**config.mk**
```make
export PLATFORM = sky130hd
export DESIGN_NAME = count_chk_next
export DESIGN_NICKNAME = d
export VERILOG_FILES = /design/src/rtl/count_chk_pkg.sv /design/src/rtl/count_chk_next.sv
export SDC_FILE = /design/constraint.sdc
export NUM_CORES = 1
export LEC_CHECK = 0
export ABC_AREA = 1
export CELL_PAD_IN_SITES_DETAIL_PLACEMENT = 1
export CELL_PAD_IN_SITES_GLOBAL_PLACEMENT = 1
export CORE_AREA = 4 4 41 43
export DETAILED_ROUTE_END_ITERATION = 8
export DIE_AREA = 0 0 45 47
export PLACE_DENSITY = 0.5
export SLEW_MARGIN = 20
export SYNTH_ARGS = -nofsm -noshare
export SYNTH_HDL_FRONTEND = slang
export SYNTH_SLANG_ARGS = --single-unit
export TNS_END_PERCENT = 10
```
**constraint.sdc**
```tcl
create_clock -name vclk -period 1.3
set_clock_uncertainty 0.15 [all_clocks]
set_input_delay 0.26 -clock vclk [all_inputs]
set_output_delay 0.26 -clock vclk [all_outputs]
set_load 0.02 [all_outputs]
```
**src/rtl/count_chk_pkg.sv**
```systemverilog
// ============================================================================
// Module  : count_chk_pkg
// Brief   : Shared types and constants for the count sequence checker.
// Rev     : 1.0  initial release
// ============================================================================
`default_nettype none

package count_chk_pkg;

  localparam int DATA_W            = 4;
  localparam int DEFAULT_MAX_COUNT = 7;

  typedef enum logic [1:0] {
    HUNT   = 2'd0,
    SYNC   = 2'd1,
    LOCKED = 2'd2
  } chk_state_t;

endpackage

`default_nettype wire

```
**src/rtl/count_chk_next.sv**
```systemverilog
// ============================================================================
// Module  : count_chk_next
// Brief   : Combinational next-value generator for the wrapping count.
// Rev     : 1.0  initial release
// ============================================================================
`default_nettype none

module count_chk_next
  import count_chk_pkg::*;
#(
  parameter int MAX_COUNT = DEFAULT_MAX_COUNT
) (
  input  logic [DATA_W-1:0] x,
  input  logic              dir,
  output logic [DATA_W-1:0] y
);

  localparam logic [DATA_W-1:0] c_max = DATA_W'(MAX_COUNT);
  localparam logic [DATA_W-1:0] c_one = DATA_W'(1);

  always_comb begin
    y = '0;
    if (dir) begin
      y = (x == '0) ? c_max : x - c_one;
    end else begin
      y = (x == c_max) ? '0 : x + c_one;
    end
  end

endmodule

`default_nettype wire

```
Yosys cells after proc, flatten, opt, wreduce, memory -nomap -nowiden
Index checks and enable logic that the tools add are counted.

cells by class
  $add $sub $neg = 2
  eq/ne operators = 1
  mux-type cells = 3
  reduce and logical (&&, ||, !) cells = 1

operator list
  operator                                                                count
  4-bit two-way mux                                                       3
  4-bit by 1-bit adder with 4-bit output (second input constant)          1
  4-bit by 3-bit equality test with 1-bit output (second input constant)  1
  4-bit zero test                                                         1
  4-bit by 1-bit subtractor with 4-bit output (second input constant)     1

storage, ports and cells
  register bits after elaboration = 0
  bits of input ports = 5
  output and inout port bits = 4
  logic and storage cells = 7

Logic depth before layout (Yosys ltp)
Gate-level depths: netlist of the first run.

  depth in word-level cells = 3
  mapped depth = 6
  mapped depth without buffers = 6

Least setup slack after synthesis of the first run
No wires, ideal clock.

  kind = input to output
  start point = input port x[0]
  end point = output port y[2]
  arrival = 1.017 ns
  data required time = 0.890 ns
  path slack = -0.127 ns
  stages on the path = 5
  path buffers = 0
  path through = inv_1 > ha_1 > nand2_1 > nand2_1 > xor2_1

on the way
  word-level cells in the longest chain between the ends = 3
  elaborated cells on any way between the ends = 7
  those cells by class = add/sub (2); eq/ne (1); mux (3); reduce/logical (1)

RTL lines
  item                                                                  RTL line                                    source
  start: declaration                                                    count_chk_next.sv:13                        input logic [DATA_W-1:0] x,
  4-bit by 1-bit adder with 4-bit output, or another cell as far along  count_chk_next.sv:26                        y = (x == c_max) ? '0 : x + c_one;
  4-bit two-way mux, on equally long branches                           count_chk_next.sv:26, count_chk_next.sv:24
  4-bit two-way mux (*)                                                 count_chk_next.sv:23                        if (dir) begin
  end: declaration                                                      count_chk_next.sv:15                        output logic [DATA_W-1:0] y

Mark *: on every way between the ends. The rest lies on a longest branch, timed or not.

Final worst setup path of the first run
  start point = input port x[1]
  end point = output port y[2]

Same word-level chain as after synthesis.

==> results of run 1 <==
[power breakdown]
group | switching (uW) | internal [uW] | total, uW
Clock | 0 | 0 | 0
Combinational | 69.5 | 68.7 | 138
Sequential | 0 | 0 | 0
Total | 69.5 | 68.7 | 138
[metal layers]
| metal | up-vias | track usage |
|---|---|---|
| met1 | 105 | 0.08333 |
| met3 | 0 | 0.01149 |
| li1 | 125 | - |
| met2 | 6 | 0.1073 |
| met5 | - | 0 |
| met4 | 0 | 0 |
[worst max-delay path, stage by stage]
cell and delay, ps:
buf_8 100, inv_2 60, ha_4 140, nand2_1 60, nand2_2 70, xor2_2 120
buf_4 150
[logic make-up (layout without fill, tap and decap cells)]
logic type	after synthesis	in the layout
adders and majority gates	2	2
xor gates and xnor gates	2	2
and+or+nand+nor	18	18
AOI/OAI and AO/OA	4	4
buffers and inverters	4	19
[cell type report]
| type | instances | area [sq um] | area share |
|---|---|---|---|
| multi-input cells | 26 | 196.4 | 0.5451 |
| well taps | 15 | 18.77 | 0.05208 |
| inverters | 4 | 17.52 | 0.04861 |
| repair buffers | 15 | 127.6 | 0.3542 |
[placed cells by master (no fill, tap or decap)]
master / netlist / routed
a21oi_1: 3 / 3
buf_2: 0 / 3
buf_4: 0 / 8
buf_6: 0 / 2
buf_8: 0 / 2
ha_4: 0 / 2
inv_2: 0 / 3
inv_4: 0 / 1
nand2_1: 10 / 8
nand2_2: 0 / 2
nand3_1: 3 / 3
nand4_1: 1 / 1
nor2_1: 4 / 2
nor2_4: 0 / 2
o21ai_0: 1 / 1
xor2_2: 0 / 2
[path summary, 6_finish.rpt]
kind / slack, ps / endpoint / cells past startpoint
max: -70 / y[2] / 7
min: 780 / y[0] / 4
[what timing repair did]
item | CTS | global route
buffers inserted | 0 | 0
gates resized for setup | 59 | 5
endpoints found under the setup margin | 4 | 4
pin swaps | 10 | 6
[through the flow]
stage | instances | total power (uW) | hold WS, ps | util
floorplan | 30 | 54.98 | 463.9 | -
global placement | 60 | 125.4 | 1563 | 0.2462
detailed placement | 60 | 126.7 | 1558 | 0.2462
CTS | 60 | 138.6 | 777.5 | 0.2760
global route | 60 | 152.6 | 813.9 | 0.2769
finish | 60 | 138.2 | 775.7 | 0.2769
==> summary.txt, run 1 <==
Layout
  – Layout cells sized above 1: 0.6000
  – Clkbuf count: 0
  – Finished layout cell area: ~360 sq um
  – Register Area: 0 sq um
  – Final net count: 54
  – Seq_cells: 0
  – Fillers: about 170
  – Diodes inserted: 0
  – Synth-to-Final Area Change: 138.0%

STA
  – Total Neg Setup Slack: -206.8 ps
  – Slew headroom: 0.8798
  – Fin crit share: 1.056
  – Setup violations, final: 4
  – RSZ-0062 raised after global routing: yes
  – Post-layout minimum cycle time: 1372 ps
  – Tightest Pin Transition: around 180 ps
  – Max Fclk: 728.6 MHz
  – Pins over their slew limit: 0
  – Worst setup margin: -72.47 ps
  – Hold Violations, Final: 0

Logic synthesis
  – Commonest cells post-synth: nand2_1 (10), inv_1 (4), nor2_1 (4)
  – Largest family of logic cells by synthesized area: simple AND/OR/NAND/NOR gates
  – Adder-cell share of the synthesized area: 0.1653
  – Cell Area, Synth: 151.4 sq um
  – Seq/Total Area, Yosys: 0
  – Yosys warns: 0
  – Mean Syn Cell Area: ~5.0 sq um
  – Yosys cell types: 9
  – Largest cells by area after synthesis: nand2_1 (25%), ha_1 (17%), xor2_1 (12%)
  – Compound-gate portion of the synthesized area: 0.1322
  – Post-synthesis mux area share: 0
  – Leading area contributor after synthesis: nand2_1
  – Simple-gate share of the synthesized area: 0.4876
  – Synth top area share: 0.2479
  – Xor and xnor area share after synthesis: 0.1157
  – Most numerous cell in the Yosys netlist: nand2_1
  – Syn_nets: 37
  – Mapped Cells: 30

Route
  – Drt pass-1 iters: 2
  – Vias/cell: 3.933
  – Metal-1 WL: around 220 um
  – Vias: 236
  – ANT nets after route: 0
  – Initial DRC count: 2
  – Highest routed layer: met3
  – DRC: 0
  – Drt wl/cell: 8.917 um
  – Final wirelength: 535 um
  – DR WL met3: ~46 um
  – DR WL met2: 269 um

Worst setup path
  – Maximum fanout along the worst path: 3
  – Nature of the critical path endpoint: output pin
  – CP required: about 890 ps
  – Critical Path Start: x[1]
  – Startpoint class of the critical path: primary input
  – Critical Path AT: 960 ps
  – Worst Setup Path Type: primary input to output pin

Status
  – Outcome: finished, violations left
  – Failing checks: negative setup slack

Die
  – Die height: roughly 47 um
  – Initial core utilization: 0.1163
  – IO Pins: 9
  – Die Wd: between 40 and 50 um
  – Site Rows: 13
  – Core box area: about 0.0013 sq mm
  – Die area: about 0.0021 sq mm

Clock tree
  – Post-cts hold buffer count: 0

Global route
  – Vias in the first global route: 245
  – Grt ovf: 0
  – Largest net degree at the start of global routing: 7
  – Initial antenna violation count: 0
  – Global-route wire length before repair: 1048 um
  – Total GRT Usage: 0.06142

Min path
  – Worst Hold Class: primary input to output pin
  – Hold_sp: dir

Job
  – Maxcap violations: 0

Placement
  – Dpl hpwl: around 450 um
  – Placed cell area: roughly 320 sq um
  – Placer Congestion: 0.7465
  – Port bufs: 9
  – Pre-CTS WS: -1066 ps

Pwr
  – Power density over the cells: about 380 mW/mm^2
  – Worst VDD drop: 111.7 uV
  – Pleak: between 0.00015 and 0.0002 uW
Note: power is estimated with default switching activity, not from simulation.
==> run 2, diff against run 1 <==
SETUP_SLACK_MARGIN = 0.4   (was not set)
==> summary.txt, run 2 (same netlist as run 1, synthesis figures left out) <==
Route
  – Vias: 247 (was 236)
  – Drt pass-1 iters: 2 (unchanged)
  – Drt wl/cell: 9.258 um (was 8.917 um)
  – Final wirelength: 574 um (was 535 um)
  – Vias/cell: 3.984 (was 3.933)
  – Initial DRC count: 1 (was 2)
  – DRC: 0 (unchanged)
  – ANT nets after route: 0 (unchanged)

Status
  – Failing checks: negative setup slack (unchanged)
  – Outcome: finished, violations left (unchanged)

Layout
  – Register Area: 0 sq um (unchanged)
  – Synth-to-Final Area Change: 188.4% (was 138.0%)
  – Finished layout cell area: 436.7 sq um (was 360.3 sq um)
  – Final net count: 56 (was 54)
  – Seq_cells: 0 (unchanged)
  – Most common cell after layout, fill and taps aside: buf_4
  – Fin cells: 62 (was 60)
  – Layout cells sized above 1: 0.7234 (was 0.6000)
  – Clkbuf count: 0 (unchanged)
  – Most frequent cells in the layout: buf_4 (8), nand2_2 (5), nand2_1 (4), buf_6 (4) (was nand2_1 (8), buf_4 (8))
  – Diodes inserted: 0 (unchanged)

Pwr
  – Pleak: 0.0001946 uW (was 0.0001697 uW)
  – Pwr Total: 175.5 uW (was 138.2 uW)
  – Gate power share: 1.000 (about the same)
  – Clk pwr share: 0 (about the same)
  – Worst VDD drop: 130.4 uV (was 111.7 uV)
  – Power density over the cells: 402.0 mW/mm^2 (was 383.7 mW/mm^2)
  – Register share of total power: 0 (about the same)
  – P_sw: 84.36 uW (was 69.55 uW)
  – Sw Share: 0.4806 (was 0.5031)
  – Total internal power: 91.16 uW (was 68.70 uW)

Worst setup path
  – Worst Setup Path Type: primary input to output pin (unchanged)
  – Critical Path AT: 990 ps (was 960 ps)
  – Cell family with most CP delay: simple AND/OR/NAND/NOR gates (was buffers and inverters)
  – Critical Path Start: x[0] (was x[1])
  – Nature of the critical path endpoint: output pin (unchanged)
  – CP max-delay cell: ha_4 (was buf_4)
  – Crit-path max cell delay: 160 ps (was 150 ps)
  – Crit-path cells: buf_12 > ha_4 > nand2_2 > nor2_1 > nor2_1 > nand3_1 > nand2_2 > buf_6 (was buf_8 > inv_2 > ha_4 > nand2_1 > nand2_2 > xor2_2 > buf_4)
  – Maximum fanout along the worst path: 3 (unchanged)
  – End point of the critical path: y[3] (was y[2])
  – CP required: 890 ps (about the same)
  – Cell depth of the worst setup path: 8 (was 7)
  – Crit path buf inv count: 2 (was 3)
  – Startpoint class of the critical path: primary input (unchanged)

Min path
  – Worst Hold Class: primary input to output pin (unchanged)

Clock tree
  – Post-CTS Repair Setup Buffers: 0 (unchanged)

STA
  – Tightest Pin Transition: 169.3 ps (was 180.3 ps)
  – RSZ-0062 raised after global routing: yes (unchanged)
  – Setup violations, final: 4 (unchanged)
  – Hold Slack: 836.8 ps (was 775.7 ps)
  – Hold Violations, Final: 0 (unchanged)
  – Slew headroom: 0.8867 (was 0.8798)
  – Pins over their slew limit: 0 (unchanged)
  – Post-layout minimum cycle time: 1396 ps (was 1372 ps)
  – Fin crit share: 1.074 (was 1.056)
  – Max Fclk: 716.5 MHz (was 728.6 MHz)
  – Worst setup margin: -95.63 ps (was -72.47 ps)

Placement
  – Port bufs: 9 (unchanged)
  – Dpl hpwl: 547.7 um (was 450.8 um)
  – Placer Congestion: 0.6362 (was 0.7465)
  – Placed cell area: 417.9 sq um (was 320.3 sq um)
  – Placed cells: 62 (was 60)

Global route
  – Grt ovf: 0 (unchanged)
  – Total GRT Usage: 0.05748 (was 0.06142)
  – Vias in the first global route: 240 (was 245)
  – Initial antenna violation count: 0 (unchanged)
  – Largest net degree at the start of global routing: 7 (unchanged)
  – Global-route wire length before repair: 938 um (was 1048 um)

Die
  – Die area: 0.002115 sq mm (unchanged)
  – Site Rows: 13 (unchanged)
  – Initial core utilization: 0.1163 (unchanged)
  – IO Pins: 9 (unchanged)
  – Die Wd: 45 um (unchanged)
  – Die height: 47 um (unchanged)
  – Core box area: 0.001301 sq mm (unchanged)

Job
  – Maxcap violations: 0 (unchanged)
[run 2: final cells by class]
type	instances	area [sq um]
Inverter	4	25.02
Tap cell	15	18.77
Fill cell	160	864.6
Timing Repair Buffer	17	155.1
Multi-Input combinational cell	26	237.7
[run 2: worst min path at each step]
| stage | from | to | slack [ps] | cells past startpoint |
|---|---|---|---|---|
| floorplan | x[2] | y[2] | 440 | 1 |
| global placement | x[3] | y[3] | 1640 | 6 |
| detailed placement | x[3] | y[3] | 1670 | 6 |
| CTS | dir | y[1] | 850 | 4 |
| global route | x[0] | y[1] | 860 | 5 |
| finish | dir | y[1] | 840 | 4 |
[run 2: power groups by stage]
stage          logic (uW)  clock network (uW)  registers (uW)
2_1_floorplan        82.1                   0               0
3_3_place_gp          163                   0               0
3_5_place_dp          168                   0               0
4_1_cts               172                   0               0
5_1_grt               188                   0               0
6_report              176                   0               0
[run 2: per-stage QoR]
step | setup TNS [ps] | setup WS, ps | utilization
5_1_grt | -374.7 | -153.7 | 0.3356
6_report | -236.5 | -95.63 | 0.3356
3_5_place_dp | -4478 | -1157 | 0.3212
4_1_cts | -309.2 | -133.3 | 0.3212
3_3_place_gp | -4447 | -1158 | 0.3212
2_1_floorplan | 0 | 110.5 | -
[run 2: per-layer routing]
layer / GRT usage / part of all wire / up-vias
met5: 0 / 0 / -
met4: 0 / 0 / 0
met3: 0.003831 / 0.045 / 0
met2: 0.1384 / 0.61 / 4
met1: 0.05180 / 0.34 / 115
li1: - / - / 128
[run 2: timing repair]
item	CTS	global route
endpoints found under the setup margin	4	4
resized for setup	53	5
hold buffers	0	0
pin swaps	9	4
gates cloned	0	0
